## src/rtl/gate_control_sequencer_if.sv

```systemverilog
// Configuration and gate-output bundle for the gate control sequencer.
// The master drives GCL writes, timing and enables; the slave returns the applied gate state.
interface gate_control_sequencer_if;
  logic       i_gcl_wr;
  logic [4:0] iv_gcl_addr;
  logic [7:0] iv_gcl_wdata;
  logic [5:0] iv_gcl_length;
  logic [10:0] iv_slot_time;
  logic       i_gcl_enable;
  logic       i_cycle_start;
  logic [7:0] ov_gate_ctrl_vector;
  logic [4:0] ov_gcl_index;
  logic       o_slot_boundary;
  logic [1:0] ov_gcs_state;

  modport master (
    output i_gcl_wr, iv_gcl_addr, iv_gcl_wdata, iv_gcl_length, iv_slot_time,
           i_gcl_enable, i_cycle_start,
    input  ov_gate_ctrl_vector, ov_gcl_index, o_slot_boundary, ov_gcs_state
  );

  modport slave (
    input  i_gcl_wr, iv_gcl_addr, iv_gcl_wdata, iv_gcl_length, iv_slot_time,
           i_gcl_enable, i_cycle_start,
    output ov_gate_ctrl_vector, ov_gcl_index, o_slot_boundary, ov_gcs_state
  );
endinterface

```

## src/rtl/gate_control_sequencer.sv

```systemverilog
// Time-aware gate control sequencer: steps through a 32-entry gate control list,
// applying one 8-bit gate vector per slot, restarted by the time-sync cycle start pulse.
module gate_control_sequencer (
  input  logic                            i_clk,
  input  logic                            i_rst_n,
  gate_control_sequencer_if.slave         gcs
);

  typedef enum logic [1:0] {
    DISABLE_S    = 2'd0,
    WAIT_START_S = 2'd1,
    RUN_S        = 2'd2
  } gcs_state_t;

  gcs_state_t  state, state_nxt;
  logic [7:0]  gcl [32];
  logic [10:0] slot_cnt, slot_cnt_nxt;
  logic [7:0]  gate_vec;
  logic [4:0]  gcl_idx;
  logic        slot_bnd;
  logic        load;
  logic [4:0]  load_idx;
  logic [5:0]  eff_len;
  logic [10:0] eff_slot;
  logic [5:0]  idx_inc;
  logic        slot_end;
  logic        exit_req;

  assign eff_len  = (gcs.iv_gcl_length > 6'd32) ? 6'd32 : gcs.iv_gcl_length;
  assign eff_slot = (gcs.iv_slot_time == 11'd0) ? 11'd1 : gcs.iv_slot_time;
  assign idx_inc  = {1'b0, gcl_idx} + 6'd1;
  // >= also closes a slot whose time was shortened below the current count
  assign slot_end = (slot_cnt >= (eff_slot - 11'd1));
  assign exit_req = !gcs.i_gcl_enable || (gcs.iv_gcl_length == 6'd0);

  always_comb begin
    state_nxt    = state;
    slot_cnt_nxt = '0;
    load         = 1'b0;
    load_idx     = '0;
    case (state)
      DISABLE_S: begin
        if (!exit_req) state_nxt = WAIT_START_S;
      end
      WAIT_START_S: begin
        if (exit_req) begin
          state_nxt = DISABLE_S;
        end else if (gcs.i_cycle_start) begin
          state_nxt = RUN_S;
          load      = 1'b1;
        end
      end
      RUN_S: begin
        if (exit_req) begin
          state_nxt = DISABLE_S;
        end else if (gcs.i_cycle_start) begin
          load = 1'b1;
        end else if (slot_end) begin
          load     = 1'b1;
          load_idx = (idx_inc >= eff_len) ? 5'd0 : idx_inc[4:0];
        end else begin
          slot_cnt_nxt = slot_cnt + 11'd1;
        end
      end
      default: state_nxt = DISABLE_S;
    endcase
  end

  always_ff @(posedge i_clk or negedge i_rst_n) begin
    if (!i_rst_n) begin
      state    <= DISABLE_S;
      slot_cnt <= '0;
    end else begin
      state    <= state_nxt;
      slot_cnt <= slot_cnt_nxt;
    end
  end

  // Gate vector only moves on an entry load, or falls back to all-open outside RUN_S
  always_ff @(posedge i_clk or negedge i_rst_n) begin
    if (!i_rst_n) begin
      gate_vec <= 8'hFF;
      gcl_idx  <= '0;
      slot_bnd <= 1'b0;
    end else begin
      slot_bnd <= load;
      if (load) begin
        gate_vec <= gcl[load_idx];
        gcl_idx  <= load_idx;
      end else if (state_nxt != RUN_S) begin
        gate_vec <= 8'hFF;
        gcl_idx  <= '0;
      end
    end
  end

  always_ff @(posedge i_clk or negedge i_rst_n) begin
    if (!i_rst_n) begin
      for (int i = 0; i < 32; i++) gcl[i] <= 8'hFF;
    end else if (gcs.i_gcl_wr) begin
      gcl[gcs.iv_gcl_addr] <= gcs.iv_gcl_wdata;
    end
  end

  assign gcs.ov_gate_ctrl_vector = gate_vec;
  assign gcs.ov_gcl_index        = gcl_idx;
  assign gcs.o_slot_boundary     = slot_bnd;
  assign gcs.ov_gcs_state        = state;

endmodule

```

## src/flat_wrapper.sv

```systemverilog
// flat-port wrapper written by rule: the top's interface ports become plain ports
module gate_control_sequencer_flat 
  (i_clk, i_rst_n, gcs_i_gcl_wr, gcs_iv_gcl_addr, gcs_iv_gcl_wdata, gcs_iv_gcl_length, gcs_iv_slot_time, gcs_i_gcl_enable, gcs_i_cycle_start, gcs_ov_gate_ctrl_vector, gcs_ov_gcl_index, gcs_o_slot_boundary, gcs_ov_gcs_state);
  gate_control_sequencer_if gcs_i ();
  input  logic i_clk;
  input  logic i_rst_n;
  input wire logic [$bits(gcs_i.i_gcl_wr)-1:0] gcs_i_gcl_wr;
  input wire logic [$bits(gcs_i.iv_gcl_addr)-1:0] gcs_iv_gcl_addr;
  input wire logic [$bits(gcs_i.iv_gcl_wdata)-1:0] gcs_iv_gcl_wdata;
  input wire logic [$bits(gcs_i.iv_gcl_length)-1:0] gcs_iv_gcl_length;
  input wire logic [$bits(gcs_i.iv_slot_time)-1:0] gcs_iv_slot_time;
  input wire logic [$bits(gcs_i.i_gcl_enable)-1:0] gcs_i_gcl_enable;
  input wire logic [$bits(gcs_i.i_cycle_start)-1:0] gcs_i_cycle_start;
  output wire logic [$bits(gcs_i.ov_gate_ctrl_vector)-1:0] gcs_ov_gate_ctrl_vector;
  output wire logic [$bits(gcs_i.ov_gcl_index)-1:0] gcs_ov_gcl_index;
  output wire logic [$bits(gcs_i.o_slot_boundary)-1:0] gcs_o_slot_boundary;
  output wire logic [$bits(gcs_i.ov_gcs_state)-1:0] gcs_ov_gcs_state;
  assign gcs_i.i_gcl_wr = gcs_i_gcl_wr;
  assign gcs_i.iv_gcl_addr = gcs_iv_gcl_addr;
  assign gcs_i.iv_gcl_wdata = gcs_iv_gcl_wdata;
  assign gcs_i.iv_gcl_length = gcs_iv_gcl_length;
  assign gcs_i.iv_slot_time = gcs_iv_slot_time;
  assign gcs_i.i_gcl_enable = gcs_i_gcl_enable;
  assign gcs_i.i_cycle_start = gcs_i_cycle_start;
  assign gcs_ov_gate_ctrl_vector = gcs_i.ov_gate_ctrl_vector;
  assign gcs_ov_gcl_index = gcs_i.ov_gcl_index;
  assign gcs_o_slot_boundary = gcs_i.o_slot_boundary;
  assign gcs_ov_gcs_state = gcs_i.ov_gcs_state;
  gate_control_sequencer u_core (.i_clk(i_clk), .i_rst_n(i_rst_n), .gcs(gcs_i));
endmodule
```

## config.mk

```make
export PLATFORM = sky130hd
export DESIGN_NAME = gate_control_sequencer_flat
export DESIGN_NICKNAME = d
export VERILOG_FILES = /design/src/rtl/gate_control_sequencer_if.sv /design/src/rtl/gate_control_sequencer.sv /design/src/flat_wrapper.sv
export SDC_FILE = /design/constraint.sdc
export NUM_CORES = 1
export LEC_CHECK = 0
export BUFFER_PORTS_ARGS = -buffer_cell sky130_fd_sc_hd__buf_2
export CAP_MARGIN = 30
export CORE_ASPECT_RATIO = 0.7
export CORE_MARGIN = 5
export CORE_UTILIZATION = 65
export DETAILED_ROUTE_END_ITERATION = 10
export PLACE_DENSITY = 0.92
export SYNTH_ARGS = -nofsm -noshare
export SYNTH_HDL_FRONTEND = slang
export SYNTH_SLANG_ARGS = --single-unit
```

## constraint.sdc

```tcl
create_clock -name i_clk -period 5.2 [get_ports i_clk]
set_input_delay 0.52 -clock i_clk [delete_from_list [all_inputs] [get_ports i_clk]]
set_output_delay 0.52 -clock i_clk [all_outputs]
set_load 0.01 [all_outputs]
```

==> impl_metrics.yaml <==
global_routing:
  overflow: 0
  grt_max_degree: 119
  grt_use_total_pct: 31.7
  grt_pass1_wl_mm: 63.5
  first_global_vias: 10975
  grt_antenna_before_repair: 4
yosys:
  synth_flop_cell: "dfstp_2"
  synth_top_area_cell: "dfstp_2"
  ys_async_sr_fraction_pct: 100
  ys_ff_latch: 283
  synth_commonest_cells: "dfstp_2 (264), mux2_2 (251), nand2_1 (133)"
  yosysTopAreaCellShare_pct: 48.2
  synth_fp_nets: 1293
  synth_area_leaders: "dfstp_2 (48%), mux2_2 (20%), nand2_1 (3.5%), dfrtp_1 (3.3%), ha_1 (2.1%)"
  synth.distinct_cells: 79
  syn_area_sq_mm: 0.0144
  yosysSeqAreaShare_pct: 51.5
  avgSynthCellArea_sq_um: 11.7
  post-synth-top-count-cell: "dfstp_2"
  yosysWarnings: 0
  synth_cells: 1234
  synth-edff-count: 0
clock_network:
  clkTransAtPathRegs_ps: 70
  cts_buffers: 27
  cts_buffer_depth: 3
  post_cts_buffers: 0
  cts_hold_buffers: 0
  cts.htree.levels: 1
  clkLatencyLatePin_ps: 540
  root_buffer: "clkbuf_16"
  ctsResizeCount: 0
  cts_tree: "yes"
  cts.sinks: 283
detailed_routing:
  wl_met2_mm: 17.3
  ant_nets: 0
  drt_wl_total_mm: 40.7
  wl_met1_mm: 16.0
  drcViolationCount: 0
  wire_per_inst_um: 26.0
  vias_per_cell: 7.00
  route.met3.wl_mm: 5.46
  drt_iter0_drc: 1554
  dr.pass1.iters: 7
  num_vias: 10929
  routed.top_layer: "met5"
sta:
  final_hold_viol_count: 0
  setup_tns_ps: 0
  worst_pin_slew_ps: 994
  relSlewSlack_pct: 33.5
  rsz0062_at_grt: "no"
  fmax_ghz: 0.214
  setup_viol: 0
  setup_ws_ps: 517
  drv_slew: 0
  skew_ps: 22.7
  period_share_pct: 90.0
  final.min_clock_period_ps: 4680
power:
  leakage_nw: 6.32
  power.total_w: 0.00618
  irDropWorstVdd_v: 0.000256
  power_density_mw_per_mm2: 391
final_layout:
  fin_nets: 1315
  drive_gt1_share_pct: 51.3
  area_growth_pct: 9.54
  fillers: 1353
worst_setup_path:
  cp.arrival_ps: 5160
  criticalPathCategory: "input pin to flip-flop"
  cpPeakStageDelay_ps: 820
  end_kind: "flip-flop"
  worstPathRequired_ps: 5680
  crit_family: "simple AND/OR/NAND/NOR gates"
  crit_buf_inv: 2
  start_kind: "input pin"
  path_cells: "buf_2 -> nor3_1 -> nand2b_1 -> nor3_1 -> a21oi_1 -> ha_1 -> and2_1 -> nand2_1 -> xor2_1 -> ha_1 -> nand4_1 -> nand2b_1 -> a21o_4 -> nor2_1 -> buf_4 -> and3_1 -> nor4_1 -> o2bb2ai_1 -> and4bb_1"
  cp_max_fo: 41
  cp_slowest_cell: "nor2_1"
hold_path:
  hp-class: "input pin to async pin"
placement:
  post-place-ws_ps: 206
  dp_hpwl_mm: 26.8
  gp_congestion: 0.995
  port-buffer-count: 50
floorplan:
  start_util_pct: 66.3
  die_area_sq_mm: 0.0253
  rows: 45
  die_h_um: 135
  io_pins: 51
  die_w_um: 188
  coreArea_sq_mm: 0.0217
run:
  maxCapViolations: 0
run_status:
  status: "finished clean"
[area by class of cell]
type	count	area, sq um	area share, %
diodes	4	10.0	0.0634
clock buffers	42	822	5.21
clock inverters	7	114	0.722
inverters	27	101	0.642
multi-input cells	850	6550	41.5
flip-flops and latches	283	7410	47.0
well taps	282	353	2.24
repair buffers	67	413	2.62
[final timing paths]
path                                            start                                 to  slack (ps)  cells past startpoint
setup / recovery                  gcs_iv_slot_time[5]  u_core.gcs.ov_gate_ctrl_vector[0]         520                     19
hold / removal                                i_rst_n                 u_core.slot_cnt[2]          60                      1
setup reg to reg           u_core.gcs.ov_gcl_index[0]  u_core.gcs.ov_gate_ctrl_vector[0]         530                     14
hold reg to reg                        u_core.gcl[86]                     u_core.gcl[86]         510                      2
max in group asynchronous                     i_rst_n  u_core.gcs.ov_gate_ctrl_vector[5]        3910                      2
min in group i_clk                   gcs_i_gcl_enable         u_core.gcs.ov_gcl_index[3]         430                      4
[layer usage]
metal | up-vias | track usage, %
li1 | 4531 | -
met1 | 5433 | 44.0
met2 | 789 | 46.1
met3 | 174 | 10.4
met4 | 2 | 13.7
met5 | - | 0
[where the power goes]
part / internal, W / switching, W / leakage (nW) / total [W]
clock: 0.00123 / 0.000836 / 0.463 / 0.00207
sequential: 0.00290 / 0.000249 / 3.02 / 0.00315
combinational: 0.000453 / 0.000504 / 2.84 / 0.000957
[flip-flops by register name, summed over array words and instances, names as in the netlist]
register                        count
u_core.gcl                        256
u_core.slot_cnt                    11
u_core.gcs.ov_gate_ctrl_vector      8
u_core.gcs.ov_gcl_index             5
u_core.gcs.ov_gcs_state             2
u_core.gcs.o_slot_boundary          1
[cells by family after synthesis]
family / after synthesis / share of synthesized area, %
AND/OR/NAND/NOR: 327 / 11.1
buffers and inverters: 101 / 3.10
adder cells (fa/ha/maj): 24 / 2.08
flip-flops: 283 / 51.5
AO/OA/AOI/OAI: 213 / 10.4
multiplexers: 266 / 20.7
XOR/XNOR: 20 / 1.22
[cells in the final DEF (no fill, tap or decap), types with 4 or more instances in the layout]
master / n
dfrtp_1: 19
nand3b_1: 6
a21o_1: 13
and3_1: 17
nand2_1: 133
clkbuf_1: 6
o22ai_1: 6
mux2i_1: 15
a2bb2oi_1: 5
nand3_1: 39
o2111ai_1: 6
diode_2: 4
a31oi_1: 12
clkbuf_16: 27
mux2_2: 251
clkbuf_8: 9
ha_1: 24
nor2_1: 68
o221ai_1: 5
nor3_1: 4
nor3b_1: 5
xor2_1: 12
buf_2: 49
a32oi_1: 16
o21ai_0: 60
nand2b_1: 4
o211ai_1: 22
a21oi_1: 22
dfstp_2: 264
inv_1: 26
xnor2_1: 8
buf_4: 15
nand4_1: 9
a211oi_1: 8
and4_1: 4
[stage by stage]
stage          std cells  instance area (sq um)  hold slack (ps)  utilization, %
3_5_place_dp        1509                  14800              490            68.2
5_1_grt             1561                  15800              134            72.6
4_1_cts             1558                  15800              105            72.6
3_3_place_gp        1509                  14800              489            68.2
2_1_floorplan       1234                  14400              224               -
6_report            1562                  15800             60.5            72.6
No activity file was read; power rests on OpenSTA's default activity.
